### src/rtl/mmcm_reconfig_ctrl.sv
// MMCME3 bring-up and runtime CLKOUT0 divide reconfiguration sequencer (osc_300 domain).
// Optional macro MMCM_CTRL_LOCK_MON_EN adds lock_lost_cnt and automatic relock on lock loss in IDLE.
module mmcm_reconfig_ctrl #(
    parameter int RST_CYCLES   = 8,
    parameter int DRP_TIMEOUT  = 64,
    parameter int LOCK_TIMEOUT = 65536
) (
    input  logic        clk,
    input  logic        rst,
    input  logic        req_valid,
    output logic        req_ready,
    input  logic [6:0]  req_divide,
    output logic        done,
    output logic [1:0]  err_code,
    output logic        locked_sync,
`ifdef MMCM_CTRL_LOCK_MON_EN
    output logic [7:0]  lock_lost_cnt,
`endif
    output logic        mmcm_rst,
    input  logic        mmcm_locked,
    output logic [6:0]  daddr,
    output logic [15:0] di,
    input  logic [15:0] dout,
    output logic        den,
    output logic        dwe,
    input  logic        drdy
);

    localparam int RCW = $clog2(RST_CYCLES + 1);
    localparam int DTW = $clog2(DRP_TIMEOUT + 1);
    localparam int LTW = $clog2(LOCK_TIMEOUT + 1);
    localparam int TW  = (LTW > DTW) ? LTW : DTW;

    localparam logic [6:0] ADDR_CLKREG1 = 7'h08;
    localparam logic [6:0] ADDR_CLKREG2 = 7'h09;

    localparam logic [3:0] BOOT_RST   = 4'd0;
    localparam logic [3:0] BOOT_LOCK  = 4'd1;
    localparam logic [3:0] IDLE       = 4'd2;
    localparam logic [3:0] ASSERT_RST = 4'd3;
    localparam logic [3:0] RD1        = 4'd4;
    localparam logic [3:0] W_RD1      = 4'd5;
    localparam logic [3:0] WR1        = 4'd6;
    localparam logic [3:0] W_WR1      = 4'd7;
    localparam logic [3:0] RD2        = 4'd8;
    localparam logic [3:0] W_RD2      = 4'd9;
    localparam logic [3:0] WR2        = 4'd10;
    localparam logic [3:0] W_WR2      = 4'd11;
    localparam logic [3:0] HOLD_RST   = 4'd12;
    localparam logic [3:0] WAIT_LOCK  = 4'd13;

    logic [3:0]     state;
    logic           lock_meta;
    logic [RCW-1:0] rst_cnt;
    logic           rst_done;
    logic [TW-1:0]  tmr;
    logic [6:0]     div_q;
    logic [15:0]    rd_data;
    logic [1:0]     pend_err;
    logic [5:0]     clk_high;
    logic [5:0]     clk_low;
    logic           clk_edge;
    logic           no_count;
    logic           lock_drop;

    always_ff @(posedge clk) begin
        if (rst) begin
            lock_meta   <= 1'b0;
            locked_sync <= 1'b0;
        end else begin
            lock_meta   <= mmcm_locked;
            locked_sync <= lock_meta;
        end
    end

    // Counts cycles mmcm_rst has been high; rst_done means it has been high RST_CYCLES cycles.
    always_ff @(posedge clk) begin
        if (rst || !mmcm_rst) begin
            rst_cnt <= '0;
        end else if (!rst_done) begin
            rst_cnt <= rst_cnt + 1'b1;
        end
    end

    assign rst_done = (rst_cnt == RCW'(RST_CYCLES - 1));

`ifdef MMCM_CTRL_LOCK_MON_EN
    logic locked_prev;

    always_ff @(posedge clk) begin
        if (rst) begin
            locked_prev   <= 1'b0;
            lock_lost_cnt <= 8'd0;
        end else begin
            locked_prev <= locked_sync;
            if (lock_drop && lock_lost_cnt != 8'hFF) begin
                lock_lost_cnt <= lock_lost_cnt + 8'd1;
            end
        end
    end

    assign lock_drop = (state == IDLE) && locked_prev && !locked_sync;
`else
    assign lock_drop = 1'b0;
`endif

    assign req_ready = (state == IDLE) && !lock_drop;

    always_comb begin
        if (div_q == 7'd1) begin
            clk_high = 6'd1;
            clk_low  = 6'd1;
            clk_edge = 1'b0;
            no_count = 1'b1;
        end else begin
            clk_high = div_q[6:1];
            clk_low  = 6'(div_q - {1'b0, div_q[6:1]});
            clk_edge = div_q[0];
            no_count = 1'b0;
        end
    end

    always_ff @(posedge clk) begin
        if (rst) begin
            state    <= BOOT_RST;
            mmcm_rst <= 1'b1;
            done     <= 1'b0;
            err_code <= 2'd0;
            den      <= 1'b0;
            dwe      <= 1'b0;
            daddr    <= 7'd0;
            di       <= 16'd0;
            div_q    <= 7'd0;
            rd_data  <= 16'd0;
            tmr      <= '0;
            pend_err <= 2'd0;
        end else begin
            done <= 1'b0;
            den  <= 1'b0;
            dwe  <= 1'b0;
            case (state)
                BOOT_RST: begin
                    if (rst_done) begin
                        mmcm_rst <= 1'b0;
                        state    <= BOOT_LOCK;
                    end
                end
                BOOT_LOCK: begin
                    if (locked_sync) state <= IDLE;
                end
                IDLE: begin
                    if (lock_drop) begin
                        mmcm_rst <= 1'b1;
                        state    <= BOOT_RST;
                    end else if (req_valid) begin
                        if (req_divide == 7'd0 || req_divide == 7'd127) begin
                            done     <= 1'b1;
                            err_code <= 2'd1;
                        end else begin
                            div_q    <= req_divide;
                            mmcm_rst <= 1'b1;
                            pend_err <= 2'd0;
                            state    <= ASSERT_RST;
                        end
                    end
                end
                ASSERT_RST: state <= RD1;
                RD1, RD2: begin
                    daddr <= (state == RD1) ? ADDR_CLKREG1 : ADDR_CLKREG2;
                    den   <= 1'b1;
                    tmr   <= '0;
                    state <= state + 4'd1;
                end
                WR1: begin
                    daddr <= ADDR_CLKREG1;
                    di    <= (rd_data & 16'h1000) | {4'd0, clk_high, clk_low};
                    den   <= 1'b1;
                    dwe   <= 1'b1;
                    tmr   <= '0;
                    state <= W_WR1;
                end
                WR2: begin
                    daddr <= ADDR_CLKREG2;
                    di    <= (rd_data & 16'hFF3F) | {8'd0, clk_edge, no_count, 6'd0};
                    den   <= 1'b1;
                    dwe   <= 1'b1;
                    tmr   <= '0;
                    state <= W_WR2;
                end
                // Legal path is encoded sequentially, so each wait state advances by one on drdy.
                W_RD1, W_WR1, W_RD2, W_WR2: begin
                    if (drdy) begin
                        if (state == W_RD1 || state == W_RD2) rd_data <= dout;
                        state <= state + 4'd1;
                    end else if (tmr == TW'(DRP_TIMEOUT - 1)) begin
                        pend_err <= 2'd2;
                        state    <= HOLD_RST;
                    end else begin
                        tmr <= tmr + 1'b1;
                    end
                end
                HOLD_RST: begin
                    if (rst_done) begin
                        mmcm_rst <= 1'b0;
                        tmr      <= '0;
                        state    <= WAIT_LOCK;
                    end
                end
                WAIT_LOCK: begin
                    if (locked_sync) begin
                        done     <= 1'b1;
                        err_code <= pend_err;
                        state    <= IDLE;
                    end else if (tmr == TW'(LOCK_TIMEOUT - 1)) begin
                        done     <= 1'b1;
                        err_code <= 2'd3;
                        state    <= IDLE;
                    end else begin
                        tmr <= tmr + 1'b1;
                    end
                end
                default: begin
                    mmcm_rst <= 1'b1;
                    state    <= BOOT_RST;
                end
            endcase
        end
    end

endmodule

### config.mk
export PLATFORM = sky130hd
export DESIGN_NAME = mmcm_reconfig_ctrl
export DESIGN_NICKNAME = d
export VERILOG_FILES = /design/src/rtl/mmcm_reconfig_ctrl.sv
export SDC_FILE = /design/constraint.sdc
export NUM_CORES = 1
export LEC_CHECK = 0
export ABC_CLOCK_PERIOD_IN_PS = 8400
export BUFFER_PORTS_ARGS = -buffer_cell sky130_fd_sc_hd__clkbuf_2
export CAP_MARGIN = 10
export CORE_MARGIN = 3
export CORE_UTILIZATION = 54
export CTS_BUF_LIST = sky130_fd_sc_hd__clkbuf_16
export DETAILED_ROUTE_END_ITERATION = 12
export GPL_TIMING_DRIVEN = 0
export PLACE_DENSITY_LB_ADDON = 0.15
export SLEW_MARGIN = 20
export SYNTH_ARGS = -nofsm -noshare
export SYNTH_HDL_FRONTEND = slang
export SYNTH_SLANG_ARGS = --single-unit
### constraint.sdc
create_clock -name clk -period 8.4 [get_ports clk]
set_input_delay 1.26 -clock clk [delete_from_list [all_inputs] [get_ports clk]]
set_output_delay 1.26 -clock clk [all_outputs]
set_load 0.1 [all_outputs]
==> results.md <==
- CP max FO: 9
- Critical Path RT: 8.62 ns
- DR WL/cell: between 15 and 20 µm
- Post-synth ARST share: 0%
- RSZ-0062 raised after global routing: false
- Synth Flop Type: dfxtp_1
- Leak pwr: between 1.5 and 2 nW
- GRT Total Usage: 24.7%
- Post-Syn Area: about 3800 µm²
- Arr. time, crit path: 3.61 ns
- Worst Max-Slew Pin Slew: 0.575 ns
- Via density: between 5 and 6
- Setup CP Type: flip-flop to flip-flop
- Power Density: 238 nW/µm²
- Max cap viols: 0
- Worst Setup SP: tmr[0]
- Slew margin rel.: roughly three fifths
- Area grow syn2layout: 18.4%
- Clock Tree Root: clkbuf_16
- ANT cells: 0
- Top cell type by total area after synthesis: dfxtp_1
- CP max-delay cell: o21ai_0
- Core Area: ~6600 µm²
- Sequential share of power: between 30% and 40%
- Met2 wire length: between 4000 and 5000 µm
- Cell breakdown of the critical path: ha_1, and3_1, and3_1, and4_1, and3_2, and3_1, ha_1, o21ai_0, nand4_2, a21o_2, a32o_1
- GRT Residual Overflow: 0
- Min cycle time layout: 3.39 ns
- Cells after synthesis: about 460
- Detailed Routing Iterations Pass 1: 4
- Largest net degree at the start of global routing: 14
- Seq/Total Area, Yosys: 38.3%
- Drt total wl: just under 10,000 µm
- Total Nets Final: between 500 and 600
- Fin cells: about 630
- Top cells by count, synth: dfxtp_1, nor2_1, nand2_1
- Leading post-synthesis cells by cell area: dfxtp_1, nor2_1, ha_1
- Comb power frac: 26.3%
- Port bufs: 50
- Finished Cell Area: approximately 4500 µm²
- Cell Int Power: between 0.7 and 0.8 mW
- R2R Setup Slk: approximately 5 ns
- First-pass GRT wire length: between 15,000 and 20,000 µm
- Crit share post-route: approximately 40%
- Setup slack after layout: about 5 ns
- Max VDD drop: 0.000154 V
- Remaining antenna violation count after routing: 0
- HP Class: flip-flop to flip-flop
- Initial antenna violation count: 0
- Clk pin slew, worst setup/hold paths: roughly 0.060 ns
- Worst setup EP type: flip-flop
- DRC: 0
- Post-synth EDFFs: 0
- Placed Instances: 609
- Crit-path max cell delay: 0.47 ns
- Synth Register Bits: 73
- CTS Buf Count: 9
- CTS tree: built
- Setup TNS: 0 ns
- Met3 WL: roughly 580 µm
- Final core utilization: between 60% and 70%
- CTS Sinks: 73
- DRT met1 WL: 4170 µm
- Max-slew violation count: 0
- Post_cts resized: 0
- Initial core utilization: between 50% and 60%
- RR Startpoint: tmr[0]
- Count leader, synth: dfxtp_1
- Hold_sp: lock_meta
- Final Hold Fails: 0
- P_sw: between 0.3 and 0.4 mW
- Buf+Inv Stages, Crit Path: 0
- Share of cells above drive strength 1: 18.8%
- Post-DP HPWL: about 7100 µm
- Post-CTS Setup Inserts: 0
- Critical path's most frequent cell: and3_1
- Clock group share of total power: about two fifths
- Switch share: between 30 and 40%
- Worst-skew pair later-pin latency: roughly 0.33 ns
- I/O Pins: between 50 and 60
- Synth warn: 0
- Setup violators final: 0
- Clock Tree Buf Depth: 2
- DP Worst Slack: 5.08 ns
- Vias in the first global route: approximately 3.4k
- Chip width: approximately 90 µm
- Via count: approximately 3.6k
- Share of the synthesized area in the top cell type: 38.3%
- Gpl congestion: approximately 0.93
- Setup crit start kind: flip-flop
- DIE AREA: about 8100 µm²
- Site Rows: 29
- Initial drt markers: 175
- F_max: 295 MHz
- Clock skew: around 0.0043 ns
- Hold_buf cts: 0
- CP delay by family, top: simple AND/OR/NAND/NOR gates
- CTS H-tree depth: 3
- Status: complete, no violations
- Max Used Layer: met4
- Placed inst area: approximately 4200 µm²
- Overall die height: approximately 90 µm
- Synth unique cells: 63
- Mean Syn Cell Area: roughly 8.2 µm²
## through the flow
step | hold slack (ns) | power (mW)
2_1_floorplan | 0.414 | 0.603
3_3_place_gp | 0.434 | 0.660
3_5_place_dp | 0.427 | 0.662
4_1_cts | 0.452 | 1.08
5_1_grt | 0.472 | 1.12
6_report | 0.448 | 1.07
## kinds of logic (layout without fill, tap and decap cells)
| kind of cell | Yosys count | in the layout | share of synthesized area, % |
|---|---|---|---|
| and+or+nand+nor | 183 | 183 | 24.2 |
| AOI/OAI and AO/OA | 113 | 113 | 20.0 |
| DFF | 73 | 73 | 38.3 |
| buffers and inverters | 56 | 122 | 6.89 |
| adders and majority gates | 16 | 16 | 5.45 |
| muxes | 12 | 12 | 3.18 |
| xor gates and xnor gates | 8 | 8 | 1.84 |
| other | 1 | 5 | 0.0984 |
## metal layers
metal  global-route usage, %  up-vias
met2                    43.2      107
met3                    6.84       18
li1                        -     1779
met1                    29.6     1666
met4                    7.27        0
met5                       0        -
## flip-flops by register name (all words and copies together) (netlist names)
register,flops
pend_err,1
den,1
daddr,2
mmcm_rst,1
div_q,7
state,4
rst_cnt,4
err_code,2
locked_sync,1
dwe,1
lock_meta,1
tmr,17
rd_data,14
done,1
di,16
## power by group through the flow
stage | sequential, mW | combinational [mW] | clock (mW)
floorplan | 0.399 | 0.204 | 0
global placement | 0.385 | 0.274 | 0
detailed placement | 0.386 | 0.276 | 0
CTS | 0.379 | 0.280 | 0.416
global route | 0.381 | 0.308 | 0.433
finish | 0.378 | 0.282 | 0.412
## area by class of cell
cell class / count / area [µm²]
clock inverters: 7 / 93.8
flip-flops and latches: 73 / 1460
well taps: 93 / 116
fillers: 585 / 2090
multi-input cells: 337 / 2100
clock buffers: 9 / 225
inverters: 22 / 82.6
repair buffers: 50 / 250
plain buffers: 34 / 180
## placed cells by master, fill, tap and decap left out, drive strengths merged, types with 6 or more instances in the layout
master and instances:
nand3 13, a21oi 35, nor2 56, mux2i 11, ha 15, clkbuf 76, inv 23, buf 17
a21o 6, nor3 15, o21ai 24, nand4 7, dfxtp 73, a32o 11, nand2 50, and3 9
xnor2 7, nor4 9, a221oi 8
## worst paths after layout
| path | end | cells past startpoint |
|---|---|---|
| max | tmr[7] | 11 |
| min | locked_sync | 1 |
| max reg2reg | tmr[7] | 11 |
| min reg2reg | locked_sync | 1 |
Note: power is estimated with default switching activity, not from simulation.
